$ cat config.mk
export PLATFORM = sky130hd
export DESIGN_NAME = load_data_unit
export DESIGN_NICKNAME = d
export VERILOG_FILES = /design/src/rtl/load_pkg.sv /design/src/rtl/load_extend.sv /design/src/rtl/load_data_unit.sv
export SDC_FILE = /design/constraint.sdc
export NUM_CORES = 1
export LEC_CHECK = 0
export BUFFER_PORTS_ARGS = -buffer_cell sky130_fd_sc_hd__buf_2
export CAP_MARGIN = 20
export CORE_MARGIN = 2
export CORE_UTILIZATION = 54
export DETAILED_ROUTE_END_ITERATION = 8
export GPL_ROUTABILITY_DRIVEN = 0
export GPL_TIMING_DRIVEN = 0
export PLACE_DENSITY = 0.84
export SETUP_SLACK_MARGIN = 0.5
export SLEW_MARGIN = 20
export SYNTH_ARGS = -nofsm -noshare
export SYNTH_HDL_FRONTEND = slang
export SYNTH_SLANG_ARGS = --single-unit
$ cat constraint.sdc
create_clock -name clk -period 4 [get_ports clk]
set_input_delay 0 -clock clk [delete_from_list [all_inputs] [get_ports clk]]
set_output_delay 0 -clock clk [all_outputs]
set_load 0.01 [all_outputs]
$ cat src/rtl/load_pkg.sv
// Shared load-path constants: load-type codes, FSM states, byte-lane layout.
// Misalignment helper is used only when LOAD_ALIGN_EXC_EN is defined.
package load_pkg;

  localparam logic [2:0] LD_LW  = 3'b000;
  localparam logic [2:0] LD_LH  = 3'b001;
  localparam logic [2:0] LD_LHU = 3'b010;
  localparam logic [2:0] LD_LB  = 3'b011;
  localparam logic [2:0] LD_LBU = 3'b100;

  localparam int LANE_W = 8;
  localparam int LANES  = 4;

  localparam logic [1:0] OFF_B0 = 2'b00;
  localparam logic [1:0] OFF_H1 = 2'b10;

  typedef enum logic [2:0] {
    S_IDLE,
    S_ISSUE,
    S_WAIT,
    S_RESP,
    S_DRAIN
  } ld_state_e;

  function automatic logic misaligned(
    input logic [2:0] t,
    input logic [1:0] off
  );
    logic bad;
    unique case (1'b1)
      (t == LD_LH),
      (t == LD_LHU): bad = off[0];
      (t == LD_LB),
      (t == LD_LBU): bad = 1'b0;
      default:       bad = (off != OFF_B0);
    endcase
    return bad;
  endfunction

endpackage

$ cat src/rtl/load_extend.sv
// Lane select and sign/zero extension of a returned memory word.
// Unknown type codes behave as LW.
module load_extend
  import load_pkg::*;
(
  input  logic [2:0]  ld_type,
  input  logic [1:0]  off,
  input  logic [31:0] word,
  output logic [31:0] result
);

  logic [7:0]  lane;
  logic [15:0] half;

  always_comb begin
    lane = word[off*LANE_W +: LANE_W];
    half = (off == OFF_H1) ? word[31:16]
                           : word[15:0];
    unique case (1'b1)
      (ld_type == LD_LH):
        result = {{16{half[15]}}, half};
      (ld_type == LD_LHU):
        result = {16'h0, half};
      (ld_type == LD_LB):
        result = {{24{lane[7]}}, lane};
      (ld_type == LD_LBU):
        result = {24'h0, lane};
      default:
        result = word;
    endcase
  end

endmodule

$ cat src/rtl/load_data_unit.sv
// Single-outstanding load unit: word read, lane extract, tagged writeback.
// Define LOAD_ALIGN_EXC_EN to trap misaligned LW/LH/LHU instead of reading.
module load_data_unit
  import load_pkg::*;
#(
  parameter int ADDR_W = 32,
  parameter int DATA_W = 32,
  parameter int TAG_W  = 5
) (
  input  logic              clk,
  input  logic              rst_n,
  input  logic              req_valid,
  output logic              req_ready,
  input  logic [ADDR_W-1:0] req_addr,
  input  logic [2:0]        req_type,
  input  logic [TAG_W-1:0]  req_tag,
  input  logic              flush,
  output logic              mem_req_valid,
  input  logic              mem_req_ready,
  output logic [ADDR_W-1:0] mem_addr,
  input  logic              mem_rvalid,
  input  logic [DATA_W-1:0] mem_rdata,
  output logic              resp_valid,
  input  logic              resp_ready,
  output logic [DATA_W-1:0] resp_data,
  output logic [TAG_W-1:0]  resp_tag,
  output logic              resp_exc
);

  ld_state_e state_q, state_d;

  logic [ADDR_W-1:0] addr_q;
  logic [2:0]        type_q;
  logic [TAG_W-1:0]  tag_q;
  logic [DATA_W-1:0] data_q;
  logic [DATA_W-1:0] ext;
  logic              bad;
  logic              take;

  load_extend u_ext (
    .ld_type (type_q),
    .off     (addr_q[1:0]),
    .word    (mem_rdata),
    .result  (ext)
  );

`ifdef LOAD_ALIGN_EXC_EN
  logic exc_q;
  assign bad      = misaligned(type_q, addr_q[1:0]);
  assign resp_exc = exc_q;
`else
  assign bad      = 1'b0;
  assign resp_exc = 1'b0;
`endif

  assign take = (state_q == S_IDLE) && req_valid && !flush;

  always_ff @(posedge clk or negedge rst_n) begin
    if (!rst_n) state_q <= S_IDLE;
    else        state_q <= state_d;
  end

  always_comb begin
    state_d = state_q;
    unique case (state_q)
      S_IDLE:
        if (take) state_d = S_ISSUE;
      S_ISSUE:
        if (flush)              state_d = S_IDLE;
        else if (bad)           state_d = S_RESP;
        else if (mem_req_ready) state_d = S_WAIT;
      S_WAIT:
        // a flush coinciding with the data pulse has nothing left to drain
        if (flush)
          state_d = mem_rvalid ? S_IDLE : S_DRAIN;
        else if (mem_rvalid)
          state_d = S_RESP;
      S_RESP:
        if (flush || resp_ready) state_d = S_IDLE;
      S_DRAIN:
        if (mem_rvalid) state_d = S_IDLE;
      default:
        state_d = S_IDLE;
    endcase
  end

  always_ff @(posedge clk or negedge rst_n) begin
    if (!rst_n) begin
      addr_q <= '0;
      type_q <= '0;
      tag_q  <= '0;
      data_q <= '0;
`ifdef LOAD_ALIGN_EXC_EN
      exc_q  <= 1'b0;
`endif
    end else begin
      if (take) begin
        addr_q <= req_addr;
        type_q <= req_type;
        tag_q  <= req_tag;
      end
      if (state_q == S_WAIT && mem_rvalid && !flush) begin
        data_q <= ext;
`ifdef LOAD_ALIGN_EXC_EN
        exc_q  <= 1'b0;
`endif
      end
`ifdef LOAD_ALIGN_EXC_EN
      if (state_q == S_ISSUE && !flush && bad) begin
        data_q <= addr_q[31:0];
        exc_q  <= 1'b1;
      end
`endif
    end
  end

  always_comb begin
    req_ready     = rst_n && (state_q == S_IDLE) && !flush;
    mem_req_valid = (state_q == S_ISSUE) && !flush && !bad;
    resp_valid    = (state_q == S_RESP) && !flush;
  end

  assign mem_addr  = {addr_q[ADDR_W-1:2], 2'b00};
  assign resp_data = data_q;
  assign resp_tag  = tag_q;

endmodule

==> impl_metrics.json, run 1 <==
{
  "status": "finished clean",
  "seq_area_frac_synth_pct": 45.6,
  "p_sw_share_pct": 40.0,
  "syn_to_final_growth_pct": 43.1,
  "setup_tns_ns": 0,
  "core_mm2": 0.00733,
  "die_x_um": 91.3,
  "grt_pass1_vias": 4164,
  "worst-setup-path-type": "reg -> reg",
  "dp_cells": 648,
  "finClkSkew_ns": 0.0104,
  "grt_overflow": 0,
  "finalWirelength_mm": 12.3,
  "crit_slowest_cell": "nand3_1",
  "ys.flop_type": "dfrtp_1",
  "wire_per_inst_um": 16.8,
  "port_buffers": 148,
  "fmax_mhz": 490,
  "slew_viol_final": 0,
  "insertion_delay_ns": 0.35,
  "post-cts-setup-buffer-count": 0,
  "cts_buffers": 9,
  "hold_violations": 0,
  "num_vias": 4032,
  "diodes": 0,
  "synth_top_area_share_pct": 45.6,
  "stdcell_count": 731,
  "finalCritPeriodShare_pct": 51.0,
  "internal-power_w": 0.00263,
  "die_y_um": 91.3,
  "drt_iter0_markers": 281,
  "seqPwrFrac_pct": 31.1,
  "avgViaCountPerCell": 5.52,
  "yosysTopAreaCell": "dfrtp_1",
  "first_pass_iters": 5,
  "clock_path_buffers": 2,
  "setup_viol": 0,
  "synthArstFlopShare_pct": 100,
  "numClockSinks": 75,
  "start_util_pct": 56.2,
  "comb_power_share_pct": 55.1,
  "track_usage_pct": 29.9,
  "synth.distinct_cells": 50,
  "nets": 706,
  "maxSlewHeadroom_pct": 55.2,
  "synth_cells": 398,
  "worst_pin_slew_ns": 0.670,
  "hold_class": "in -> reg",
  "root_buffer": "clkbuf_8",
  "io_pins": 152,
  "antenna_found_initial": 0,
  "syn_area_mm2": 0.00412,
  "path_clk_slew_ns": 0.08,
  "finalCriticalPeriod_ns": 2.04,
  "leakagePower_nw": 2.81,
  "cts_max_level": 3,
  "endpoint_kind": "flip-flop",
  "p_switching_w": 0.00175,
  "cp_top_family": "simple AND/OR/NAND/NOR gates",
  "maxCapViolCount": 0,
  "setup.worst_path.start_class": "flip-flop",
  "num_rows": 31,
  "clock_power_share_pct": 13.8,
  "irDropWorstVdd_uv": 412,
  "hpwl_mm": 7.91,
  "tritoncts": "yes",
  "synth.area.top_cells": "dfrtp_1 (46%), mux2_2 (14%), buf_4 (6.4%)",
  "synth_most_common_cell": "dfrtp_1",
  "antenna_left": 0,
  "cp_cell_sequence": "clkbuf_1, nor3_1, nand3_1, a21oi_4, buf_6, a21oi_2",
  "crit_required_ns": 4.23,
  "regToRegSetupSlack_ns": 1.96,
  "grt_pass1_wl_mm": 19.7,
  "max_stage_delay_ns": 0.39,
  "drive_above_1_share_pct": 45.3,
  "p_per_area_mw_per_mm2": 743,
  "syn_avg_cell_area_um2": 10.3,
  "crit_path_max_fanout": 10,
  "synthTopCellsByCount": "dfrtp_1 (75), mux2_2 (51), nor2_1 (38)",
  "die_area_mm2": 0.00834,
  "rsz0062_at_grt": "no",
  "critical_path_buf_inv_count": 2,
  "yosysWarnings": 0,
  "arrival_ns": 2.27,
  "post_cts_resized": 0,
  "post-route-drc-count": 0,
  "synth_seq_cells": 75,
  "synth_edf_count": 0,
  "grt_max_degree": 48
}
-- repair_timing --
item | in CTS | in global routing
endpoints found under the setup margin | 0 | 0
hold buffers | 67 | 0
endpoints found under the hold margin | 141 | 0
-- registers in the layout (all words and copies together) (netlist names) --
signal	flops
resp_data	32
resp_tag	5
type_q	3
state_q	3
addr_q	32
-- stage by stage --
| step | total power, W | cell area [um^2] | hold slack (ns) | worst slack (ns) | util (%) |
|---|---|---|---|---|---|
| finish | 0.00438 | 5890 | 0.0171 | 1.96 | 80.4 |
| detailed placement | 0.00365 | 5020 | -0.0356 | 2.02 | 68.5 |
| floorplan | 0.00293 | 4130 | -0.296 | 2.32 | - |
| CTS | 0.00431 | 5890 | 0.0164 | 1.99 | 80.4 |
| global placement | 0.00355 | 4990 | 0.212 | 2.02 | 68.1 |
| global route | 0.00464 | 5890 | 0.0555 | 1.67 | 80.4 |
-- worst paths after layout --
path,from,end,cells after the start
max,state_q[0]$_DFFE_PN0P_,resp_data[23]$_DFFE_PN0P_,6
min,mem_rdata[1],resp_data[1]$_DFFE_PN0P_,3
max reg2reg,state_q[0]$_DFFE_PN0P_,resp_data[23]$_DFFE_PN0P_,6
min reg2reg,resp_data[1]$_DFFE_PN0P_,resp_data[1]$_DFFE_PN0P_,2
max in group asynchronous,rst_n,addr_q[27]$_DFFE_PN0P_,3
min in group asynchronous,rst_n,resp_data[24]$_DFFE_PN0P_,2
-- power by group through the flow --
stage | combinational, W | sequential [W] | clock [W]
3_3_place_gp | 0.00222 | 0.00133 | 0
6_report | 0.00241 | 0.00136 | 0.000604
2_1_floorplan | 0.00152 | 0.00141 | 0
5_1_grt | 0.00260 | 0.00140 | 0.000640
4_1_cts | 0.00236 | 0.00134 | 0.000612
3_5_place_dp | 0.00230 | 0.00136 | 0
-- per-layer routing --
layer  global-route usage [%]  wire [um]  vias to the layer above
met5                        0          0                        -
met4                     15.9        476                        0
met3                     5.31       1020                       54
met2                     53.5       6400                      257
met1                     33.7       4420                     1882
li1                         -          -                     1839
-- cell type report --
cell class / count / area, um^2
clock inverters: 4 / 48.8
inverters: 2 / 7.51
plain buffers: 56 / 379
fillers: 467 / 1440
well taps: 99 / 124
repair buffers: 216 / 1440
flip-flops and latches: 75 / 1880
multi-input cells: 267 / 1860
clock buffers: 12 / 155
-- worst register-to-register path: stages, from the launching register on --
cell      delay (ns)
dfrtp_1         0.37
clkbuf_1        0.17
nor3_1          0.32
nand3_1         0.39
a21oi_4         0.38
buf_6           0.22
a21oi_2         0.07
-- placed cells by master, fill, tap and decap left out, types with 8 or more instances in the layout --
cell	count
mux2_2	51
nand3_1	8
o21ai_0	10
clkbuf_8	11
a21oi_2	10
nor3_1	11
a21oi_1	23
buf_2	159
buf_4	36
dfrtp_1	75
o22ai_1	8
nor2_1	38
dlygate4sd3_1	67
nand2_1	32
-- cells by family after synthesis --
| logic type | after synthesis | share of synthesized area, % |
|---|---|---|
| simple gates | 112 | 12.4 |
| compound gates | 95 | 16.5 |
| flops | 75 | 45.6 |
| buf+inv | 58 | 9.39 |
| mux | 56 | 15.6 |
| xor+xnor | 1 | 0.395 |
| other cells | 1 | 0.0911 |
No activity file was read; power rests on OpenSTA's default activity.
==> inputs of run 2 (changes only) <==
CORE_UTILIZATION = 45   (was 54)
PLACE_DENSITY = 0.75   (was 0.84)
clock period = 1.8 ns   (was 4 ns; I/O delays follow)
==> run 2 against run 1 <==
The run now ends with hold timing, setup timing left. Combinational power grew to 2.9 times the previous value. Design area is 13% higher. Non-clock buffer count is 31 higher. Worst hold slack worse by 0.42 ns. Core utilization is 4.5 points lower. Sequential share of layout area is 3.7 points lower. Power grew to 2.6 times the previous value. Clock skew is 0.0021 ns higher. Die area is 19% higher. Routed wire length is 11% higher. Setup slack worse by 2.0 ns. Critical path depth is 1 higher. Largest power group unchanged.
==> impl_metrics.json, run 2 (same netlist as run 1, synthesis figures left out) <==
{
  "finalCriticalPeriod_ns": 1.81,
  "port_buffers": 148,
  "die_y_um": 99.7,
  "rsz0062_at_grt": "yes",
  "track_usage_pct": 26.5,
  "crit_required_ns": 2.03,
  "finalCritPeriodShare_pct": 101,
  "wire_per_inst_um": 17.8,
  "nets": 737,
  "setup_slack_ns": -0.0150,
  "io_pins": 152,
  "cp_cell_sequence": "buf_6, buf_12, mux2_2, nor2_1, nor3_1, a2111oi_2, o21ai_1",
  "leakagePower_nw": 3.13,
  "drive_above_1_share_pct": 56.4,
  "setup_viol": 2,
  "insertion_delay_ns": 0.36,
  "finalWirelength_mm": 13.7,
  "drt_iter0_markers": 173,
  "crit_slowest_cell": "mux2_2",
  "slew_viol_final": 0,
  "cts_max_level": 3,
  "num_vias": 4211,
  "numClockSinks": 75,
  "cp_top_family": "compound AO/OA/AOI/OAI gates",
  "p_per_area_mw_per_mm2": 1690,
  "endpoint_kind": "flip-flop",
  "arrival_ns": 2.05,
  "hold_class": "in -> async",
  "holdWs_ns": -0.404,
  "antenna_found_initial": 0,
  "critical_path_buf_inv_count": 2,
  "syn_to_final_growth_pct": 62.4,
  "status": "finished with violations",
  "startpoint": "addr_q[1]$_DFFE_PN0P_",
  "setup.worst_path.start_class": "flip-flop",
  "die_x_um": 99.7,
  "antenna_left": 0,
  "layout_common_cells": "buf_2 (149), dfrtp_1 (72), dlygate4sd3_1 (67), buf_4 (59), mux2_2 (50)",
  "path_clk_slew_ns": 0.08,
  "first_pass_iters": 5,
  "violations": "hold timing, setup timing",
  "maxCapViolCount": 0,
  "die_area_mm2": 0.00993,
  "grt_max_degree": 42,
  "maxSlewHeadroom_pct": 62.4,
  "final_common_cell": "buf_2",
  "worst_pin_slew_ns": 0.564,
  "worst-setup-path-type": "reg -> reg",
  "final_cell_area_mm2": 0.00669,
  "seqPwrFrac_pct": 26.9,
  "tritoncts": "yes",
  "root_buffer": "clkbuf_8",
  "finClkSkew_ns": 0.0125,
  "clock_path_buffers": 2,
  "hold_violations": 54,
  "avgViaCountPerCell": 5.46,
  "irDropWorstVdd_uv": 871,
  "max_stage_delay_ns": 0.38,
  "fillers": 587,
  "internal-power_w": 0.00678,
  "ctsHoldBuffers": 67,
  "regToRegSetupSlack_ns": -0.01,
  "design_power_total_w": 0.0113,
  "cts_buffers": 9,
  "grt_overflow": 0,
  "diodes": 0,
  "grt_pass1_vias": 4366,
  "post-route-drc-count": 0,
  "num_rows": 34,
  "r2r-start": "addr_q[1]$_DFFE_PN0P_",
  "clock_power_share_pct": 11.9,
  "p_switching_w": 0.00454,
  "comb_power_share_pct": 61.2,
  "post_dp_cell_area_mm2": 0.00518,
  "p_sw_share_pct": 40.1,
  "setup_tns_ns": -0.0151,
  "fin_util_pct": 75.9,
  "hpwl_mm": 8.15,
  "crit_path_max_fanout": 10,
  "start_util_pct": 46.8,
  "core_mm2": 0.00881,
  "fmax_mhz": 551,
  "grt_pass1_wl_mm": 20.8
}
run 2: cell types whose count changed in the layout (fill, tap and decap cells not counted), moves of 5 or more:
| cell | change |
|---|---|
| buf_4 | +23 |
| a21oi_1 | -15 |
| a21oi_2 | +14 |
| buf_2 | -10 |
| buf_6 | +10 |
| o21ai_0 | -8 |
| a2111oi_0 | -6 |
| o21ai_1 | +6 |
| buf_8 | +5 |
| nand2_1 | -5 |
| nor3_1 | -5 |
run 2: final timing paths:
path / endpoint / cells past startpoint
max in group asynchronous: state_q[2]$_DFFE_PN0P_ / 2
max reg2reg: resp_data[6]$_DFFE_PN0P_ / 7
min: resp_data[28]$_DFFE_PN0P_ / 1
min reg2reg: resp_data[1]$_DFFE_PN0P_ / 2
min in group clk: resp_data[1]$_DFFE_PN0P_ / 3
max: resp_data[6]$_DFFE_PN0P_ / 7
run 2: layer usage:
layer	global-route usage [%]	routed length, um	up-vias
met1	30.9	5120	2004
met3	5.55	1060	56
met2	46.4	6970	249
met5	0	0	-
li1	-	-	1902
met4	12.2	565	0
run 2: stage by stage:
stage	cells	setup WS, ns
3_3_place_gp	656	-0.175
4_1_cts	761	0.0172
2_1_floorplan	400	0.144
6_report	771	-0.0150
3_5_place_dp	657	-0.189
5_1_grt	771	-0.0772
run 2: final cells by class:
class                           instances  area, um^2  area share, %
Multi-Input combinational cell        267        2200           32.9
Buffer                                 56         480           7.19
Clock buffer                           12         155           2.32
Sequential cell                        75        1880           28.1
Tap cell                              108         135           2.02
Clock inverter                          4        48.8          0.730
Timing Repair Buffer                  247        1780           26.6
Inverter                                2        7.51          0.112
run 2: power by group through the flow:
stage | Clock (W) | Sequential, W | Combinational [W]
2_1_floorplan | 0 | 0.00315 | 0.00367
3_3_place_gp | 0 | 0.00297 | 0.00529
3_5_place_dp | 0 | 0.00302 | 0.00543
4_1_cts | 0.00137 | 0.00301 | 0.00627
5_1_grt | 0.00145 | 0.00314 | 0.00738
6_report | 0.00135 | 0.00305 | 0.00692
run 2: timing repair:
item | in CTS | in global routing
setup buffers | 14 | 10
endpoints found under the hold margin | 102 | 35
gates resized for setup | 45 | 46
setup endpoints to repair | 76 | 77
cloned | 7 | 0
pin swaps | 12 | 17
